### src/rtl/edge_frame_sequencer_pkg.sv
// edge_seq_pkg: state encoding and frame-size helper shared by the edge frame sequencer
package edge_seq_pkg;
  typedef enum logic [2:0] {IDLE, VSYNC, ACTIVE, HBLANK, FLUSH, DRAIN} state_e;
  function automatic int frame_pixels(input int h_res, input int v_res);
    return h_res * v_res;
  endfunction
endpackage

### src/rtl/edge_frame_sequencer_if.sv
// edge_frame_sequencer_if: frame-buffer read bus, pipeline video bus and output pixel count
interface edge_frame_sequencer_if #(
  parameter int WIDTH  = 8,
  parameter int ADDR_W = 16
);
  logic              o_rd_en;
  logic [ADDR_W-1:0] o_rd_addr;
  logic [WIDTH-1:0]  i_rd_r;
  logic [WIDTH-1:0]  i_rd_g;
  logic [WIDTH-1:0]  i_rd_b;
  logic              o_vsync;
  logic              o_hsync;
  logic              o_de;
  logic [WIDTH-1:0]  o_r_data;
  logic [WIDTH-1:0]  o_g_data;
  logic [WIDTH-1:0]  o_b_data;
  logic              i_pipe_de;
  logic [ADDR_W:0]   o_pix_cnt;
  modport master (
    output o_rd_en, o_rd_addr, o_vsync, o_hsync, o_de, o_r_data, o_g_data, o_b_data, o_pix_cnt,
    input  i_rd_r, i_rd_g, i_rd_b, i_pipe_de
  );
  modport slave (
    input  o_rd_en, o_rd_addr, o_vsync, o_hsync, o_de, o_r_data, o_g_data, o_b_data, o_pix_cnt,
    output i_rd_r, i_rd_g, i_rd_b, i_pipe_de
  );
endinterface

### src/rtl/edge_frame_sequencer_timing.sv
// edge_seq_timing: phase and line counters plus hsync decode, stepped by the sequencer state
module edge_seq_timing
  import edge_seq_pkg::*;
#(
  parameter int H_RES       = 170,
  parameter int V_RES       = 240,
  parameter int H_BLANK     = 16,
  parameter int HS_CYC      = 4,
  parameter int VS_CYC      = 8,
  parameter int FLUSH_LINES = 4
) (
  input  logic   clk,
  input  logic   rst,
  input  state_e state_i,
  output logic   vs_end_o,
  output logic   col_end_o,
  output logic   hb_end_o,
  output logic   last_line_o,
  output logic   flush_end_o,
  output logic   hsync_o
);
  localparam int LINE_LEN = H_RES + H_BLANK;
  localparam int CNT_MAX  = LINE_LEN > VS_CYC ? LINE_LEN : VS_CYC;
  localparam int LINE_MAX = V_RES > FLUSH_LINES ? V_RES : FLUSH_LINES;
  localparam int CNT_W    = $clog2(CNT_MAX + 1);
  localparam int LN_W     = $clog2(LINE_MAX + 1);
  logic [CNT_W-1:0] cnt_q, cnt_d;
  logic [LN_W-1:0]  line_q, line_d;
  logic             fl_line_end;
  always_comb begin
    vs_end_o    = state_i == VSYNC && cnt_q == CNT_W'(VS_CYC - 1);
    col_end_o   = state_i == ACTIVE && cnt_q == CNT_W'(H_RES - 1);
    hb_end_o    = state_i == HBLANK && cnt_q == CNT_W'(H_BLANK - 1);
    fl_line_end = state_i == FLUSH && cnt_q == CNT_W'(LINE_LEN - 1);
    last_line_o = line_q == LN_W'(V_RES - 1);
    flush_end_o = fl_line_end && line_q == LN_W'(FLUSH_LINES - 1);
    // a flush pseudo-line is H_RES idle cycles then a normal blanking period
    hsync_o     = (state_i == HBLANK && cnt_q < CNT_W'(HS_CYC)) ||
                  (state_i == FLUSH && cnt_q >= CNT_W'(H_RES) && cnt_q < CNT_W'(H_RES + HS_CYC));
    cnt_d       = (state_i == IDLE || state_i == DRAIN || vs_end_o || col_end_o || hb_end_o || fl_line_end)
                  ? '0 : cnt_q + 1'b1;
    line_d      = state_i == IDLE ? '0 :
                  hb_end_o ? (last_line_o ? '0 : line_q + 1'b1) :
                  fl_line_end ? line_q + 1'b1 : line_q;
  end
  always_ff @(posedge clk) begin
    if (rst) begin
      cnt_q  <= '0;
      line_q <= '0;
    end else begin
      cnt_q  <= cnt_d;
      line_q <= line_d;
    end
  end
endmodule

### src/rtl/edge_frame_sequencer.sv
// edge_frame_sequencer: reads one frame, generates pipeline video timing, counts returned
// pixels and reports done or timeout error
module edge_frame_sequencer
  import edge_seq_pkg::*;
#(
  parameter int WIDTH       = 8,
  parameter int H_RES       = 170,
  parameter int V_RES       = 240,
  parameter int H_BLANK     = 16,
  parameter int HS_CYC      = 4,
  parameter int VS_CYC      = 8,
  parameter int FLUSH_LINES = 4,
  parameter int TIMEOUT     = 4096,
  parameter int ADDR_W      = 16
) (
  input  logic clk,
  input  logic rst,
  input  logic i_start,
  input  logic i_abort,
  output logic o_busy,
  output logic o_done,
  output logic o_err,
  edge_frame_sequencer_if.master bus
);
  localparam int FRAME = frame_pixels(H_RES, V_RES);
  localparam int TO_W  = $clog2(TIMEOUT + 1);
  state_e            state_q, state_d;
  logic              clr, start_acc;
  logic              busy_q, busy_d, done_q, done_d, err_q, err_d;
  logic              vs_end, col_end, hb_end, last_line, flush_end, hsync;
  logic              vs_q, hs_q, de_q;
  logic [ADDR_W-1:0] addr_q, addr_d;
  logic [ADDR_W:0]   pix_q, pix_d;
  logic [TO_W-1:0]   to_q, to_d;
  assign clr = rst || i_abort;
  edge_seq_timing #(
    .H_RES(H_RES), .V_RES(V_RES), .H_BLANK(H_BLANK),
    .HS_CYC(HS_CYC), .VS_CYC(VS_CYC), .FLUSH_LINES(FLUSH_LINES)
  ) u_timing (
    .clk(clk),
    .rst(clr),
    .state_i(state_q),
    .vs_end_o(vs_end),
    .col_end_o(col_end),
    .hb_end_o(hb_end),
    .last_line_o(last_line),
    .flush_end_o(flush_end),
    .hsync_o(hsync)
  );
  always_comb begin
    start_acc = state_q == IDLE && i_start;
    addr_d    = start_acc ? '0 : state_q == ACTIVE ? addr_q + 1'b1 : addr_q;
    pix_d     = start_acc ? '0 : (busy_q && bus.i_pipe_de && !(&pix_q)) ? pix_q + 1'b1 : pix_q;
    to_d      = state_q == DRAIN ? to_q + 1'b1 : '0;
    state_d   = state_q;
    done_d    = 1'b0;
    err_d     = 1'b0;
    unique case (state_q)
      IDLE:   state_d = i_start ? VSYNC : IDLE;
      VSYNC:  state_d = vs_end ? ACTIVE : VSYNC;
      ACTIVE: state_d = col_end ? HBLANK : ACTIVE;
      HBLANK: state_d = hb_end ? (last_line ? FLUSH : ACTIVE) : HBLANK;
      FLUSH:  state_d = flush_end ? DRAIN : FLUSH;
      DRAIN: begin
        // count includes this cycle's pixel, so a last pixel on the timeout cycle still completes
        done_d  = pix_d == (ADDR_W + 1)'(FRAME);
        err_d   = !done_d && to_q == TO_W'(TIMEOUT - 1);
        state_d = (done_d || err_d) ? IDLE : DRAIN;
      end
      default: state_d = IDLE;
    endcase
    busy_d = start_acc || (busy_q && !done_d && !err_d);
  end
  always_ff @(posedge clk) begin
    if (clr) begin
      state_q <= IDLE;
      busy_q  <= 1'b0;
      done_q  <= 1'b0;
      err_q   <= 1'b0;
      addr_q  <= '0;
      pix_q   <= '0;
      to_q    <= '0;
      vs_q    <= 1'b0;
      hs_q    <= 1'b0;
      de_q    <= 1'b0;
    end else begin
      state_q <= state_d;
      busy_q  <= busy_d;
      done_q  <= done_d;
      err_q   <= err_d;
      addr_q  <= addr_d;
      pix_q   <= pix_d;
      to_q    <= to_d;
      vs_q    <= state_q == VSYNC;
      hs_q    <= hsync;
      de_q    <= state_q == ACTIVE;
    end
  end
  assign o_busy        = busy_q;
  assign o_done        = done_q;
  assign o_err         = err_q;
  assign bus.o_rd_en   = state_q == ACTIVE;
  assign bus.o_rd_addr = addr_q;
  assign bus.o_vsync   = vs_q;
  assign bus.o_hsync   = hs_q;
  assign bus.o_de      = de_q;
  assign bus.o_pix_cnt = pix_q;
  // buffer data already lands one cycle after the read, in step with de, so it is only gated
  assign bus.o_r_data  = de_q ? bus.i_rd_r : WIDTH'(0);
  assign bus.o_g_data  = de_q ? bus.i_rd_g : WIDTH'(0);
  assign bus.o_b_data  = de_q ? bus.i_rd_b : WIDTH'(0);
endmodule
### src/flat_wrapper.sv
// flat-port wrapper written by rule: the top's interface ports become plain ports
module edge_frame_sequencer_flat import edge_seq_pkg::*;
#(
  parameter int WIDTH       = 8,
  parameter int H_RES       = 170,
  parameter int V_RES       = 240,
  parameter int H_BLANK     = 16,
  parameter int HS_CYC      = 4,
  parameter int VS_CYC      = 8,
  parameter int FLUSH_LINES = 4,
  parameter int TIMEOUT     = 4096,
  parameter int ADDR_W      = 16
)
  (clk, rst, i_start, i_abort, o_busy, o_done, o_err, bus_o_rd_en, bus_o_rd_addr, bus_o_vsync, bus_o_hsync, bus_o_de, bus_o_r_data, bus_o_g_data, bus_o_b_data, bus_o_pix_cnt, bus_i_rd_r, bus_i_rd_g, bus_i_rd_b, bus_i_pipe_de);
  edge_frame_sequencer_if #(.WIDTH(WIDTH), .ADDR_W(ADDR_W)) bus_i ();
  input  logic clk;
  input  logic rst;
  input  logic i_start;
  input  logic i_abort;
  output logic o_busy;
  output logic o_done;
  output logic o_err;
  output wire logic [$bits(bus_i.o_rd_en)-1:0] bus_o_rd_en;
  output wire logic [$bits(bus_i.o_rd_addr)-1:0] bus_o_rd_addr;
  output wire logic [$bits(bus_i.o_vsync)-1:0] bus_o_vsync;
  output wire logic [$bits(bus_i.o_hsync)-1:0] bus_o_hsync;
  output wire logic [$bits(bus_i.o_de)-1:0] bus_o_de;
  output wire logic [$bits(bus_i.o_r_data)-1:0] bus_o_r_data;
  output wire logic [$bits(bus_i.o_g_data)-1:0] bus_o_g_data;
  output wire logic [$bits(bus_i.o_b_data)-1:0] bus_o_b_data;
  output wire logic [$bits(bus_i.o_pix_cnt)-1:0] bus_o_pix_cnt;
  input wire logic [$bits(bus_i.i_rd_r)-1:0] bus_i_rd_r;
  input wire logic [$bits(bus_i.i_rd_g)-1:0] bus_i_rd_g;
  input wire logic [$bits(bus_i.i_rd_b)-1:0] bus_i_rd_b;
  input wire logic [$bits(bus_i.i_pipe_de)-1:0] bus_i_pipe_de;
  assign bus_o_rd_en = bus_i.o_rd_en;
  assign bus_o_rd_addr = bus_i.o_rd_addr;
  assign bus_o_vsync = bus_i.o_vsync;
  assign bus_o_hsync = bus_i.o_hsync;
  assign bus_o_de = bus_i.o_de;
  assign bus_o_r_data = bus_i.o_r_data;
  assign bus_o_g_data = bus_i.o_g_data;
  assign bus_o_b_data = bus_i.o_b_data;
  assign bus_o_pix_cnt = bus_i.o_pix_cnt;
  assign bus_i.i_rd_r = bus_i_rd_r;
  assign bus_i.i_rd_g = bus_i_rd_g;
  assign bus_i.i_rd_b = bus_i_rd_b;
  assign bus_i.i_pipe_de = bus_i_pipe_de;
  edge_frame_sequencer #(.WIDTH(WIDTH), .H_RES(H_RES), .V_RES(V_RES), .H_BLANK(H_BLANK), .HS_CYC(HS_CYC), .VS_CYC(VS_CYC), .FLUSH_LINES(FLUSH_LINES), .TIMEOUT(TIMEOUT), .ADDR_W(ADDR_W)) u_core (.clk(clk), .rst(rst), .i_start(i_start), .i_abort(i_abort), .o_busy(o_busy), .o_done(o_done), .o_err(o_err), .bus(bus_i));
endmodule
### config.mk
export PLATFORM = sky130hd
export DESIGN_NAME = edge_frame_sequencer_flat
export DESIGN_NICKNAME = d
export VERILOG_FILES = /design/src/rtl/edge_frame_sequencer_pkg.sv /design/src/rtl/edge_frame_sequencer_if.sv /design/src/rtl/edge_frame_sequencer_timing.sv /design/src/rtl/edge_frame_sequencer.sv /design/src/flat_wrapper.sv
export SDC_FILE = /design/constraint.sdc
export NUM_CORES = 1
export LEC_CHECK = 0
export CAP_MARGIN = 30
export CORE_ASPECT_RATIO = 1.2
export CORE_MARGIN = 2
export CORE_UTILIZATION = 45
export CTS_CLUSTER_SIZE = 24
export DETAILED_ROUTE_END_ITERATION = 12
export DONT_BUFFER_PORTS = 1
export GPL_TIMING_DRIVEN = 0
export HOLD_SLACK_MARGIN = 0.06
export MAX_ROUTING_LAYER = met4
export REMOVE_ABC_BUFFERS = 1
export SETUP_SLACK_MARGIN = 0.2
export SYNTH_ARGS = -nofsm -noshare
export SYNTH_HDL_FRONTEND = slang
export SYNTH_SLANG_ARGS = --single-unit
### constraint.sdc
create_clock -name clk -period 3.25 [get_ports clk]
set_input_delay 0.325 -clock clk [delete_from_list [all_inputs] [get_ports clk]]
set_output_delay 0.325 -clock clk [all_outputs]
set_load 0.005 [all_outputs]
Yosys cells after proc, flatten, opt, wreduce, memory -nomap -nowiden
Cells that the tools add are included.

Order comparisons: 3. Multipliers: 0. Shifts and indexed selects: 0. Eq/ne operators: 13. Muxes and demuxes: 18. Div/mod/pow operators: 0. Bitwise gates (word level): 1. Add/subtract/negate cells: 5. Reductions and logical operators: 34.

Operators with widths (number): $mux 8 (6); $mux 17 (2); $eq 8x8->1 const B (3); $pmux 3 s6 (1); $add 17x1->17 const B (1); $eq 17x16->1 const B (1); $reduce_and 17->1 (1); $add 16x1->16 const B (1); $add 8x1->8 const B (2); $logic_and 1x1->1 (14); $add 13x1->13 const B (1); $eq 13x12->1 const B (1); $logic_or 1x1->1 (9); $mux 3 (3); $eq 8x2->1 const B (1); $eq 8x3->1 const B (1); $eq 8x4->1 const B (1); $ge 8x8->1 const B (1); $lt 8x3->1 const B (1); $lt 8x8->1 const B (1); $reduce_or 2->1 (4); $eq 3x2->1 const B (2); $eq 3x3->1 const B (2); $mux 1 (5); other kinds (6) (9).

Memories kept: 0. Memory bits (read-only): 0. Bits in writable memories: 0. Bits in registers: 71. Output and inout bits: 64. Bits in latches: 0.

Depth between registers and ports, before layout
Depth after elaboration: 12. Depth in mapped cells: 12. Mapped depth without buffers: 11.

Hierarchy
Synthesis repeated with hierarchy kept, for this count alone.

Cell total of the unflattened synthesis: 432. Area total of the unflattened synthesis: 3752.3 um2.

Modules (own cells, without submodules): edge_frame_sequencer (cells each 329, area each 2817.7 um2, times used 1); edge_seq_timing (cells each 103, area each 934.6 um2, times used 1).

Least setup slack after synthesis
OpenSTA, ideal clock, no wires.

Kind: register to register. From: register u_core.pix_q[8] (netlist: u_core.bus.o_pix_cnt[8]). To: register u_core.state_q[0]. Cell stages (with the launch flop): 13. Path slack: 0.278 ns. Period minus slack after synthesis: 2.972 ns. Arrival time: 2.856 ns. Path through: dfxtp_1 nand4_1 nor2_1 nand2_1 nor3_1 ha_1 and3b_1 buf_2 or4_1 a21oi_1 nand2_1 or4_4 a31o_1.

Longest elaborated chain between the ends: 11. Elaborated cells between the ends (all ways): 12. Classes of those cells: add/sub: 1; eq/ne: 1; mux: 4; reduce/logical: 6.

RTL lines: start: declaration (line edge_frame_sequencer.sv:33) `logic [ADDR_W:0] pix_q, pix_d;`; start signal: assignment (line edge_frame_sequencer.sv:92) `pix_q <= pix_d;`; branches (longest 3 deep; another with $add 17x1->17); $mux 17 (*) (2 in a row) (line edge_frame_sequencer.sv:53) `pix_d = start_acc ? '0 : (busy_q && bus.i_pipe_de && !(&pix_q)) ? pix_q + 1'b1 : pix_q;`; $eq 17x16->1 (*) (line edge_frame_sequencer.sv:66) `done_d = pix_d == (ADDR_W + 1)'(FRAME);`; $logic_not 1->1 (line edge_frame_sequencer.sv:67) `err_d = !done_d && to_q == TO_W'(TIMEOUT - 1);`; $logic_and 1x1->1 (line edge_frame_sequencer.sv:67); $logic_or 1x1->1 (*) (line edge_frame_sequencer.sv:68) `state_d = (done_d || err_d) ? IDLE : DRAIN;`; $mux 3 (*) (line edge_frame_sequencer.sv:68); $pmux 3 s6 (*) (line edge_frame_sequencer.sv:58) `unique case (state_q)`; end signal: assignment (line edge_frame_sequencer.sv:87) `state_q <= state_d;`; end: declaration (line edge_frame_sequencer.sv:27) `state_e state_q, state_d;`.

Mark *: on every way between the ends. A chain may end at the register's enable or synchronous reset.

Final worst setup path
From: register u_core.pix_q[0] (netlist: u_core.bus.o_pix_cnt[0]). To: register u_core.state_q[0].

Same word-level chain as after synthesis.

==> results <==
- The final count of pins violating max slew is 0.
- Based on the critical path, the design can be clocked at up to ~330 MHz.
- The tool flagged a number of max-cap violations equal to 0.
- The global placement routability congestion is a little over 0.8.
- At the later pin of the worst-skew pair, clock insertion delay measures 0.35 ns.
- The post-route fraction of the period consumed by the critical path is around 92%.
- The clock arrives with 0.0117 ns of skew.
- The number of warnings issued by yosys is 0.
- In this run the standard cell core region covers 7620 um^2.
- The synthesis-to-finish area growth is 9.72%.
- After synthesis the cells add up to around 3500 um^2.
- At the pin with the least slew margin, the transition time is approximately 0.6 ns.
- Of all nets on the critical path, the largest fanout is 7.
- The endpoint of the worst hold-timing path is u_core.bus.o_pix_cnt[14].
- The shortest period the worst path allows is about 3 ns.
- Setup violations remaining at the end of the flow were counted as 0.
- For this design, the slowest cell found on the critical path is sky130_fd_sc_hd__or4_4.
- STA classifies the critical path startpoint as a register.
- Wires add up to 7200 um.
- The total via count in the routed design is 2846.
- In this run the power density over the cells is 389 nW/um^2.
- The initial antenna violation count is 0.
- The reg-to-reg startpoint is u_core.bus.o_pix_cnt[0].
- The first global-routing pass estimated 11800 um of wire.
- In this run, synthesis produced a sequential element count of 71.
- The DRC violation count after routing is 0.
- The tree built by TritonCTS fans out to 71 sinks.
- The worst flop-to-flop path endpoint is u_core.state_q[0].
- For this run, the detailed router's first-pass iteration total came to 4.
- CTS built an H-tree with a depth of 3.
- The post-synthesis area per instance is 8.39 um^2.
- Counting instances, the worst hold path has a depth of 2.
- Counting distinct cell types in the post-synthesis netlist gives 54.
- The final-stage net count is 454.
- Traced cell by cell, the critical path runs through ha_2 > nand4_1 > nor3_4 > ha_2 > and3b_2 > or4_4 > a21oi_4 > nand2_1 > or4_4 > a31o_1.
- Across all hold checks on the routed design, the worst slack comes to 0.299 ns.
- The post-detailed-route via-to-cell ratio is 5.55.
- The proportion of synthesized chip area in sequential cells is 40.7%.
- The startpoint identified for the worst hold timing path is rst.
- Once detail routing completed, the nets flagged for antenna violations numbered 0.
- The HPWL reported at the end of detailed placement is 5280 um.
- The data required time of the worst path is 3.49 ns.
- The sort of element at the end of the critical path is a register.
- The maximum count of clock buffers along a single path is 2.
- Headroom to the max-slew limit came out at 59.6%.
- The number of antenna diodes is 0.
- The worst setup path is of the register to register kind.
- Entering global routing, the biggest net connects 26 pins.
- STA puts the critical path data arrival time at 3.24 ns.
- The first routing iteration left 100 violations.
- During I/O placement, the number of pins put on the boundary was 93.
- Input and output buffers added on the ports amount to 0.
- The classification of the worst-slack hold path is input pin to register.
- The count of standard-cell rows is 35.
- In this run the register-to-register setup slack is 0.25 ns.
- After filler insertion, the fill cell instance count of the layout stands at 756.
- The highest cell delay on the worst timing path is 0.52 ns.
- The run finished with clean final reports.
- The full die area is around 8500 um^2.
- The CTS buffer count is 9.
- For this design the static power due to leakage is 1.22 nW.
- After clock tree synthesis, the clock-pin slew on the worst setup and hold paths is 0.08 ns.
- Summing all placed instances gives a cell area of 3550 um^2.
- The width of the die is ~84 um.
- The via count of the first global-routing pass is about 2600.
- Setup repair after global routing could not meet its margin everywhere.
- TritonCTS built the clock tree.
- The clock tree root driver cell is sky130_fd_sc_hd__clkbuf_8.
- The total power consumption of the routed design is 1.49 mW.
- With fillers left out, the area of the finished cells amounts to 3830 um^2.
- The peak ir drop on the vdd network is 0.238 mV.
- The share of flip-flops with an asynchronous set or reset is 0%.
- The total congestion overflow after global routing is 0.
- Counting every instance in the synthesized netlist gives approximately 420.
- The post-route netlist has around an eighth of its cells at a drive strength greater than 1.
- The prevailing post-synth register cell is sky130_fd_sc_hd__dfxtp_1.
- In the global route stage, overall resource usage came out at 17.7%.
- The number of cells on the worst reg-to-reg path is 10.
- In the final routed layout, each cell accounts on average for approximately 14 um.
- The initial utilization of the core area, before any placement, comes to 45.8%.
- Counting flops with a built-in enable in the synthesized netlist gives 0.
- The number of hold-slack violations in the final timing report is 0.
- Measured along the y axis, the die boundary spans around 100 um.
-- how the worst max path moves through the flow --
stage | start | end | slack (ns) | depth (start not counted)
after detailed placement | u_core.bus.o_pix_cnt[8] | u_core.state_q[0] | -0.20 | 11
after global placement | u_core.bus.o_pix_cnt[8] | u_core.state_q[2] | -0.16 | 11
after floorplan | u_core.bus.o_pix_cnt[8] | u_core.state_q[0] | 0.34 | 11
final | u_core.bus.o_pix_cnt[0] | u_core.state_q[0] | 0.25 | 10
after CTS | u_core.bus.o_pix_cnt[0] | u_core.state_q[0] | 0.22 | 10
after global routing | u_core.bus.o_pix_cnt[0] | u_core.state_q[2] | 0.13 | 10
-- power breakdown --
| group | switching [mW] | internal, mW | total, mW |
|---|---|---|---|
| Sequential | 0.00472 | 0.869 | 0.874 |
| Combinational | 0.0213 | 0.0122 | 0.0335 |
| Clock | 0.317 | 0.262 | 0.580 |
-- layout make-up --
type                    count  area (um^2)  share of cell area (%)
clock buffers               9          124                    3.24
clock inverters             5         27.5                   0.719
inverters                   7         26.3                   0.686
multi-input cells         323         2050                    53.4
flip-flops and latches     71         1440                    37.5
well taps                  92          115                    3.01
repair buffers              6         52.6                    1.37
-- registers in the layout, indices dropped and copies added (netlist names) --
| signal | cells |
|---|---|
| u_core.bus.o_pix_cnt | 17 |
| u_core.bus.o_rd_addr | 16 |
| u_core.to_q | 13 |
| u_core.u_timing.cnt_q | 8 |
| u_core.u_timing.line_q | 8 |
| u_core.state_q | 3 |
| u_core.bus.o_de | 1 |
| u_core.bus.o_hsync | 1 |
| u_core.bus.o_vsync | 1 |
| u_core.o_busy | 1 |
| u_core.o_done | 1 |
| u_core.o_err | 1 |
-- cell families after synthesis --
group | Yosys count | share of synthesized area (%)
AOI/OAI and AO/OA | 41 | 7.21
xor gates and xnor gates | 47 | 11.8
adders and majority gates | 7 | 2.51
buffers and inverters | 23 | 2.65
DFF | 71 | 40.7
muxes | 2 | 0.574
and+or+nand+nor | 225 | 34.5
-- cell usage after synthesis, types with 7 or more instances --
master / count / area share [%]
sky130_fd_sc_hd__nor3_1: 14 / 2.0
sky130_fd_sc_hd__a21oi_1: 17 / 2.4
sky130_fd_sc_hd__xor2_1: 23 / 5.8
sky130_fd_sc_hd__nor2_1: 68 / 7.3
sky130_fd_sc_hd__inv_1: 7 / 0.75
sky130_fd_sc_hd__nand2_1: 29 / 3.1
sky130_fd_sc_hd__o21ai_0: 9 / 1.3
sky130_fd_sc_hd__dfxtp_1: 71 / 41
sky130_fd_sc_hd__ha_1: 7 / 2.5
sky130_fd_sc_hd__and2_1: 25 / 4.5
sky130_fd_sc_hd__xnor2_1: 24 / 6.0
sky130_fd_sc_hd__clkbuf_1: 8 / 0.86
sky130_fd_sc_hd__nand3_1: 28 / 4.0
sky130_fd_sc_hd__nand4_1: 13 / 2.3
-- critical path: cells and delay by family (launching register included) --
family / cells / cell delay, ns
compound gates: 2 / 0.38
simple gates: 6 / 1.65
flops: 1 / 0.41
fa+ha+maj: 2 / 0.45
-- through the flow --
stage / setup slack (ns) / setup TNS, ns / utilization [%] / std cells
final: 0.255 / 0 / 50.2 / 513
after global routing: 0.128 / 0 / 50.2 / 513
after CTS: 0.215 / 0 / 49.5 / 512
after detailed placement: -0.196 / -0.582 / 46.6 / 493
after global placement: -0.158 / -0.444 / 46.4 / 492
after floorplan: 0.337 / 0 / - / 400
-- per-layer routing --
metal | share of wire, % | global-route usage (%)
met2 | 48 | 28.6
met4 | 1.6 | 7.81
met3 | 5.8 | 4.10
met1 | 45 | 21.2
met5 | 0 | -
-- layout by cell type (no fill, tap or decap), types with 2 or more instances in the layout --
cell / synthesis / final
sky130_fd_sc_hd__o31ai_1: 2 / 2
sky130_fd_sc_hd__a31o_1: 2 / 2
sky130_fd_sc_hd__dfxtp_4: 0 / 3
sky130_fd_sc_hd__dfxtp_1: 71 / 65
sky130_fd_sc_hd__mux2i_1: 2 / 2
sky130_fd_sc_hd__a21oi_1: 17 / 16
sky130_fd_sc_hd__buf_4: 0 / 5
sky130_fd_sc_hd__nor3_1: 14 / 12
sky130_fd_sc_hd__nand2_1: 29 / 28
sky130_fd_sc_hd__nor3b_2: 2 / 2
sky130_fd_sc_hd__nor2_1: 68 / 67
sky130_fd_sc_hd__a211oi_1: 2 / 2
sky130_fd_sc_hd__nand3_2: 1 / 2
sky130_fd_sc_hd__xor2_1: 23 / 21
sky130_fd_sc_hd__nand3_1: 28 / 27
sky130_fd_sc_hd__xnor2_1: 24 / 24
sky130_fd_sc_hd__or4_1: 4 / 3
sky130_fd_sc_hd__nor4_1: 5 / 5
sky130_fd_sc_hd__clkbuf_8: 0 / 9
sky130_fd_sc_hd__inv_1: 7 / 7
sky130_fd_sc_hd__nor2b_1: 5 / 5
sky130_fd_sc_hd__or3_1: 6 / 6
sky130_fd_sc_hd__ha_1: 7 / 5
sky130_fd_sc_hd__ha_2: 0 / 2
sky130_fd_sc_hd__or4_4: 1 / 2
sky130_fd_sc_hd__and2_1: 25 / 25
sky130_fd_sc_hd__nand4b_1: 2 / 2
sky130_fd_sc_hd__clkinv_2: 0 / 4
sky130_fd_sc_hd__nand4_1: 13 / 13
sky130_fd_sc_hd__xor2_2: 0 / 2
sky130_fd_sc_hd__o21ai_0: 9 / 9
sky130_fd_sc_hd__dfxtp_2: 0 / 3
sky130_fd_sc_hd__and3_1: 4 / 4
sky130_fd_sc_hd__nand2b_1: 3 / 3
-- what timing repair did --
item | 4_1_cts | 5_1_grt
resized for setup | 13 | 10
gates cloned | 0 | 1
pin swaps | 2 | 4
hold buffers | 0 | 0
endpoints found under the hold margin | 0 | 0
setup buffers | 5 | 0
setup endpoints to repair | 5 | 4
No activity file was read; power rests on OpenSTA's default activity.
